==> src/rtl/wave_sequencer_pkg.sv <==
// Shared types for the waveform sequencer: state encoding, waveform mode codes
// and the per-segment configuration record held in the segment table.
package wave_sequencer_pkg;

  typedef logic [1:0] state_t;

  localparam state_t ST_IDLE = 2'd0;
  localparam state_t ST_ARM  = 2'd1;
  localparam state_t ST_RUN  = 2'd2;
  localparam state_t ST_DONE = 2'd3;

  localparam logic [2:0] MODE_SQUARE   = 3'b011;
  localparam logic [2:0] MODE_TRIANGLE = 3'b100;
  localparam logic [2:0] MODE_SAWTOOTH = 3'b101;

  // Duration is kept beside this record because its width is a module parameter.
  typedef struct packed {
    logic [2:0]  mode;
    logic [15:0] prescaler;
    logic [15:0] amplitude;
  } seg_cfg_t;

  function automatic logic [7:0] make_control(input logic [2:0] mode, input logic level);
    return {4'b0000, mode, level};
  endfunction

endpackage

==> src/rtl/wave_seq_table.sv <==
// Segment table: DEPTH-entry register file, one write port, one combinational
// read port. Deliberately not reset so a reset keeps the programmed sequence.
import wave_sequencer_pkg::*;

module wave_seq_table #(
  parameter int DEPTH = 8,
  parameter int DUR_W = 24,
  localparam int AW = $clog2(DEPTH)
) (
  input  logic             clk,
  input  logic             wr_en,
  input  logic [AW-1:0]    wr_addr,
  input  seg_cfg_t         wr_cfg,
  input  logic [DUR_W-1:0] wr_duration,
  input  logic [AW-1:0]    rd_addr,
  output seg_cfg_t         rd_cfg,
  output logic [DUR_W-1:0] rd_duration
);

  seg_cfg_t         cfg_mem [DEPTH];
  logic [DUR_W-1:0] dur_mem [DEPTH];

  always_ff @(posedge clk) begin
    if (wr_en) begin
      cfg_mem[wr_addr] <= wr_cfg;
      dur_mem[wr_addr] <= wr_duration;
    end
  end

  assign rd_cfg      = cfg_mem[rd_addr];
  assign rd_duration = dur_mem[rd_addr];

endmodule

==> src/rtl/wave_sequencer.sv <==
// Plays a programmed list of waveform segments, each preceded by a low gap on
// control[0]. Define WAVE_SEQ_LOOP_EN to add the 'loop' input (endless replay).
import wave_sequencer_pkg::*;

module wave_sequencer #(
  parameter int DEPTH = 8,
  parameter int DUR_W = 24,
  parameter int GAP   = 2,
  localparam int AW = $clog2(DEPTH)
) (
  input  logic             clk,
  input  logic             rst,
  input  logic             wr_en,
  input  logic [AW-1:0]    wr_addr,
  input  logic [2:0]       wr_mode,
  input  logic [15:0]      wr_prescaler,
  input  logic [15:0]      wr_amplitude,
  input  logic [DUR_W-1:0] wr_duration,
  input  logic [AW:0]      num_seg,
  input  logic             start,
  input  logic             stop,
`ifdef WAVE_SEQ_LOOP_EN
  input  logic             loop,
`endif
  output logic             busy,
  output logic             done,
  output logic [AW-1:0]    seg_idx,
  output logic [7:0]       control,
  output logic [15:0]      prescaler,
  output logic [15:0]      amplitude
);

  localparam int GAP_W = (GAP > 1) ? $clog2(GAP) : 1;
  localparam logic [GAP_W-1:0] GAP_LAST = GAP_W'(GAP - 1);
  localparam logic [AW:0]      SEG_MAX  = (AW+1)'(DEPTH);
  localparam logic [AW:0]      SEG_ONE  = (AW+1)'(1);

  state_t           state;
  logic [AW-1:0]    last_idx;
  logic [GAP_W-1:0] gap_cnt;
  logic [DUR_W-1:0] dur_cnt;
  seg_cfg_t         cur_cfg;
  logic [DUR_W-1:0] cur_dur;
  logic [AW:0]      seg_count;
  logic [AW:0]      seg_last_full;
  logic [DUR_W-1:0] dur_load;
  logic             loop_now;

  wave_seq_table #(
    .DEPTH(DEPTH),
    .DUR_W(DUR_W)
  ) u_table (
    .clk        (clk),
    .wr_en      (wr_en && (state == ST_IDLE)),
    .wr_addr    (wr_addr),
    .wr_cfg     ('{mode: wr_mode, prescaler: wr_prescaler, amplitude: wr_amplitude}),
    .wr_duration(wr_duration),
    .rd_addr    (seg_idx),
    .rd_cfg     (cur_cfg),
    .rd_duration(cur_dur)
  );

`ifdef WAVE_SEQ_LOOP_EN
  assign loop_now = loop;
`else
  assign loop_now = 1'b0;
`endif

  assign seg_count     = (num_seg > SEG_MAX) ? SEG_MAX : num_seg;
  assign seg_last_full = seg_count - SEG_ONE;
  // A zero duration still gets one high cycle so every segment produces an edge.
  assign dur_load      = (cur_dur == '0) ? '0 : cur_dur - DUR_W'(1);

  always_ff @(posedge clk) begin
    if (rst) begin
      state    <= ST_IDLE;
      seg_idx  <= '0;
      last_idx <= '0;
      gap_cnt  <= '0;
      dur_cnt  <= '0;
    end else begin
      case (state)
        ST_IDLE: begin
          if (start && !stop) begin
            if (num_seg == '0) begin
              state <= ST_DONE;
            end else begin
              state    <= ST_ARM;
              seg_idx  <= '0;
              last_idx <= seg_last_full[AW-1:0];
              gap_cnt  <= GAP_LAST;
            end
          end
        end
        ST_ARM: begin
          if (stop) begin
            state <= ST_IDLE;
          end else if (gap_cnt == '0) begin
            state   <= ST_RUN;
            dur_cnt <= dur_load;
          end else begin
            gap_cnt <= gap_cnt - GAP_W'(1);
          end
        end
        ST_RUN: begin
          if (stop) begin
            state <= ST_IDLE;
          end else if (dur_cnt != '0) begin
            dur_cnt <= dur_cnt - DUR_W'(1);
          end else if (seg_idx != last_idx) begin
            state   <= ST_ARM;
            seg_idx <= seg_idx + AW'(1);
            gap_cnt <= GAP_LAST;
          end else if (loop_now) begin
            state   <= ST_ARM;
            seg_idx <= '0;
            gap_cnt <= GAP_LAST;
          end else begin
            state <= ST_DONE;
          end
        end
        default: state <= ST_IDLE;
      endcase
    end
  end

  // The table cannot change while busy, so outputs read straight from it stay stable.
  always_comb begin
    busy      = (state == ST_ARM) || (state == ST_RUN);
    done      = (state == ST_DONE);
    control   = busy ? make_control(cur_cfg.mode, state == ST_RUN) : 8'h00;
    prescaler = busy ? cur_cfg.prescaler : 16'h0000;
    amplitude = busy ? cur_cfg.amplitude : 16'h0000;
  end

endmodule
==> config.mk <==
export PLATFORM = sky130hd
export DESIGN_NAME = wave_sequencer
export DESIGN_NICKNAME = d
export VERILOG_FILES = /design/src/rtl/wave_sequencer_pkg.sv /design/src/rtl/wave_seq_table.sv /design/src/rtl/wave_sequencer.sv
export SDC_FILE = /design/constraint.sdc
export NUM_CORES = 1
export LEC_CHECK = 0
export BUFFER_PORTS_ARGS = -buffer_cell sky130_fd_sc_hd__buf_4
export CAP_MARGIN = 20
export CORE_MARGIN = 5
export CORE_UTILIZATION = 60
export CTS_CLUSTER_DIAMETER = 30
export DETAILED_ROUTE_END_ITERATION = 12
export PLACE_DENSITY_LB_ADDON = 0.05
export SYNTH_ARGS = -nofsm -noshare
export SYNTH_HDL_FRONTEND = slang
export SYNTH_SLANG_ARGS = --single-unit
export TNS_END_PERCENT = 30
==> constraint.sdc <==
create_clock -name clk -period 6.7 [get_ports clk]
set_clock_uncertainty 0.2 [all_clocks]
set_input_delay 0.67 -clock clk [delete_from_list [all_inputs] [get_ports clk]]
set_output_delay 0.67 -clock clk [all_outputs]
set_load 0.01 [all_outputs]
* After elaboration in Yosys (flattened, before gate mapping)
Memories as Yosys holds them, arrays and structs flattened. A register that Yosys moved wholly into a read port is not among the register bits.
Index checks and enable logic that the tools add are counted.
** Word-level totals
- Register bits :: 33
- RAM bits :: 472
- Bits of input ports :: 71
- Output and inout port bits :: 45
- Logic and storage cells :: 82
- Memories kept :: 2
** Cells by class
- $add $sub $neg :: 5
- Magnitude comparators :: 1
- Equal/unequal tests :: 14
- Mux-type cells :: 38
- Bitwise gates (word level) :: 1
- Reductions and logical operators :: 16
** Memory list
- u_table.cfg_mem :: depth 8, bits a word 35, read ports 1, clocked after memory_dff 1, write ports 1, RTL line wave_seq_table.sv:20 : seg_cfg_t cfg_mem [DEPTH];
- u_table.dur_mem :: depth 8, bits a word 24, read ports 1, clocked after memory_dff 1, write ports 1, RTL line wave_seq_table.sv:21 : logic [DUR_W-1:0] dur_mem [DEPTH];
** Operators by type and width (number)
- two-way mux 24 bit :: 5
- one-hot mux 24 bit (2 select lines) :: 1
- subtractor 24 x 1 -> 24 bit (second input constant) :: 2
- two-way mux 16 bit :: 2
- two-way mux 3 bit :: 10
- logical NOT 24 bit :: 1
- nonzero test 24 bit :: 1
- two-way mux 2 bit :: 7
- inequality test 2 bit (second input constant) :: 7
- two-way mux 1 bit :: 9
- AND reduction 7 bit :: 1
- inequality test 3 bit (second input constant) :: 2
- one-hot mux 2 bit (3 select lines) :: 1
- one-hot mux 3 bit (2 select lines) :: 1
- AND reduction 3 bit :: 2
- AND reduction 6 bit :: 1
- AND reduction 5 bit :: 1
- equality test 2 bit (second input constant) :: 2
- > comparator 4 bit (second input constant) :: 1
- logical NOT 4 bit :: 1
- two-way mux 4 bit :: 1
- nonzero test 2 bit :: 2
- adder 3 x 1 -> 3 bit (second input constant) :: 1
- inequality test 3 bit :: 1
- other kinds (11) :: 12

* Logic depth before layout (Yosys ltp)
- Depth in word-level cells :: 7
- Gate-level depth with buffers :: 14
- Gate-level depth less buffers :: 8

* Cells and area by module
A second synthesis with hierarchy kept.
** Second synthesis, totals
- Cells, all modules :: 1086
- Area, all modules :: 20612.3 sq um
** Modules (own cells, without submodules)
- wave_seq_table :: instances 1, cells each 695, area each 17737.0 sq um, seq. area each 14173.6 sq um
- wave_sequencer :: instances 1, cells each 391, area each 2875.3 sq um, seq. area each 660.6 sq um

* Least setup slack after synthesis
No wires, ideal clock.
- Kind :: input to register
- Start :: input wr_addr[0]
- End :: memory u_table.cfg_mem[2][0] in the netlist's numbering, enable pin
- Setup time :: 0.549 ns
- Arrival :: 4.867 ns
- Data required time :: 5.951 ns
- Slack :: 1.084 ns
- Stages on the path :: 2
- Buffers on the path :: 0
- Cells stage by stage :: nand2b_1 > nor3_1
** RTL lines
- start: declaration :: RTL line wave_sequencer.sv:14 : input logic [AW-1:0] wr_addr,
- end: declaration :: RTL line wave_seq_table.sv:20
Straight into the memory's write port.

==> impl_metrics.env <==
export IMPL_cts_resized=0
export IMPL_ys_ff_latch=508
export IMPL_clock_sinks=508
export IMPL_period_needed_ns=4.38
export IMPL_drv_slew=0
export IMPL_path_cells="buf_4, mux2i_1, and3_1, o41ai_2, nor3_2, a31oi_2, nand3_2, o21ai_0"
export IMPL_cp_arrival_ns=4.69
export IMPL_antenna_found_initial=0
export IMPL_dr_pass1_iters=5
export IMPL_max_clock_freq_mhz=228
export IMPL_grt_pass1_wl_mm=68.9
export IMPL_seq_area_frac_synth_pct=71.2
export IMPL_post_cts_buffers=0
export IMPL_fin_util_pct=74.2
export IMPL_relSlewSlack_pct=25.5
export IMPL_rows=68
export IMPL_status="completed"
export IMPL_drv_cap=0
export IMPL_grt_overflow_total=0
export IMPL_slowest_stage="dfxtp_4"
export IMPL_rsz0062_at_grt="no"
export IMPL_drive_gt1_share_pct=31.0
export IMPL_synth_area_mm2=0.0209
export IMPL_cts_root_buf="clkbuf_16"
export IMPL_end_kind="flop"
export IMPL_initial_utilization_pct=60.7
export IMPL_met3_length_mm=2.81
export IMPL_finalSetupTns_ns=0
export IMPL_tightest_slew_ns=1.12
export IMPL_cellPowerDensity_mw_per_mm2=362
export IMPL_ant_nets=0
export IMPL_r2r_setup_slack_ns=2.32
export IMPL_cp_max_fo=62
export IMPL_p_leak_nw=8.34
export IMPL_cp_required_ns=7.01
export IMPL_yosys_most_used_dff="edfxtp_1"
export IMPL_ios=116
export IMPL_crit_buf_inv=1
export IMPL_grt_pass1_vias=11700
export IMPL_wl_met2_mm=22.3
export IMPL_drt_iter0_markers=825
export IMPL_slowest_delay_ns=1.05
export IMPL_htree_levels=3
export IMPL_top_layer_used="met4"
export IMPL_cts_buffers=96
export IMPL_synth_edf_count=472
export IMPL_postRouteWirelength_mm=44.9
export IMPL_startpoint_type="flop"
export IMPL_setup_viol=0
export IMPL_area_growth_pct=22.2
export IMPL_wl_per_cell_um=24.4
export IMPL_path_clk_slew_ns=0.05
export IMPL_die_h_um=197
export IMPL_drc=0
export IMPL_die_x_um=197
export IMPL_num_vias=11300
export IMPL_netlist_instances=1130
export IMPL_synth_top_area_share_pct=67.7
export IMPL_cts_tree="yes"
export IMPL_dieArea_mm2=0.0387
export IMPL_hold_buffers=0
export IMPL_cts_buffer_depth=3
export IMPL_yosys_top_cells_area="edfxtp_1, mux4_2, dfxtp_1"
export IMPL_routabilityCongestion=0.856
export IMPL_clock_latency_ns=0.60
export IMPL_path_class="flop to flop"
export IMPL_gr_usage_all_layers_pct=23.4
export IMPL_wl_met1_mm=18.8
export IMPL_yosys_area_top_type="edfxtp_1"
export IMPL_fin_crit_sh_pct=65.4
export IMPL_holdCritPathClass="input pin to flop"
export IMPL_grt_max_degree=63
export IMPL_ys_types=78
export IMPL_syn_avg_cell_area_um2=18.5
export IMPL_nNetsFinal=1388
export IMPL_antennaDiodeCount=0
export IMPL_crit_family="compound AO/OA/AOI/OAI gates"
export IMPL_core_mm2=0.0345
export IMPL_hold_viol_final=0
export IMPL_dpl_hpwl_mm=23.9
export IMPL_vdd_drop_max_mv=0.309
export IMPL_io_buffers=111
export IMPL_ys_warnings_count=0
export IMPL_vias_per_cell=6.12
export IMPL_async_flop_share_pct=0
-- layer usage --
layer	GRT usage [%]	up-vias
met5	0	-
met1	32.7	5789
met4	7.22	0
li1	-	5015
met3	4.92	67
met2	38.0	402
-- worst reg2reg max path, stage by stage, from the launching register on --
cell and delay (ns):
dfxtp_4 1.05, buf_4 0.59, mux2i_1 0.21, and3_1 0.25
o41ai_2 0.48, nor3_2 0.15, a31oi_2 0.75, nand3_2 0.36
o21ai_0 0.25
-- sequential cells by signal, indices dropped and copies added (netlist names), named ones only --
| signal | flops |
|---|---|
| u_table.dur_mem | 192 |
| gap_cnt | 1 |
| state | 2 |
| last_idx | 3 |
| seg_idx | 3 |
| dur_cnt | 24 |
| u_table.cfg_mem | 280 |
-- cells in the final DEF, fill, tap and decap left out, drive strengths merged, types with 14 or more instances in the layout --
master / instances
a21oi: 34
buf: 130
bufinv: 15
clkbuf: 107
clkinv: 31
clkinvlp: 16
dfxtp: 36
edfxtp: 472
inv: 18
mux2i: 77
mux4: 108
nand2: 28
nand3: 24
nor2: 40
nor2b: 40
nor3: 21
o21ai: 32
xnor2: 14
-- where the power goes --
group          switching, mW  internal (mW)
Combinational          0.484          0.306
Sequential            0.0528           3.60
Clock                   1.57           3.25
-- layout make-up --
cell class,count,area [um2]
Inverter,10,37.5
Clock buffer,107,2490
Fill cell,2081,8890
Multi-Input combinational cell,561,5760
Timing Repair Buffer,130,976
Tap cell,455,569
Clock inverter,70,827
Sequential cell,508,14900
-- logic make-up (layout without fill, tap and decap cells) --
group                      Yosys count  in the layout  share of synthesized area (%)
DFF                                508            508                           71.2
and+or+nand+nor                    203            203                           5.53
muxes                              191            191                           16.0
AOI/OAI and AO/OA                  128            128                           4.07
buffers and inverters               64            317                           1.57
xor gates and xnor gates            25             25                           1.05
adders and majority gates           10             10                          0.598
other                                1              4                         0.0179
-- stage by stage --
stage	cell area (um2)	hold slack, ns	worst slack, ns	instances	total power, mW
2_1_floorplan	20900	0.265	1.08	1133	4.18
3_3_place_gp	22300	0.284	2.50	1664	4.48
3_5_place_dp	22300	0.293	2.41	1664	4.49
4_1_cts	25600	0.0758	2.24	1841	9.33
5_1_grt	25600	0.0931	2.06	1841	9.58
6_report	25600	0.104	2.32	1841	9.26
-- cells in the mapped netlist, drive strengths merged, types with 4 or more instances --
cell type  count
a211oi         5
a21oi         34
a221oi         4
a31oi          6
a32oi          4
and3           5
buf           35
clkbuf        19
dfxtp         36
edfxtp       472
ha            10
inv           10
mux2           6
mux2i         77
mux4         108
nand2         28
nand2b         6
nand3         24
nand4         10
nor2          40
nor2b         40
nor3          21
nor4           6
nor4b          4
o21ai         32
o22ai         11
or3            4
xnor2         14
xor2          11
-- worst paths after layout --
check,startpoint,endpoint,cells after the start
hold / removal,wr_amplitude[5],u_table.cfg_mem[7][5]$_DFFE_PP_,1
setup reg to reg,flop,dur_cnt[2]$_SDFFE_PP0P_,8
hold reg to reg,state[0]$_SDFFE_PP0P_,state[0]$_SDFFE_PP0P_,2
setup / recovery,flop,dur_cnt[2]$_SDFFE_PP0P_,8
Power figures use the tool's default switching activity.
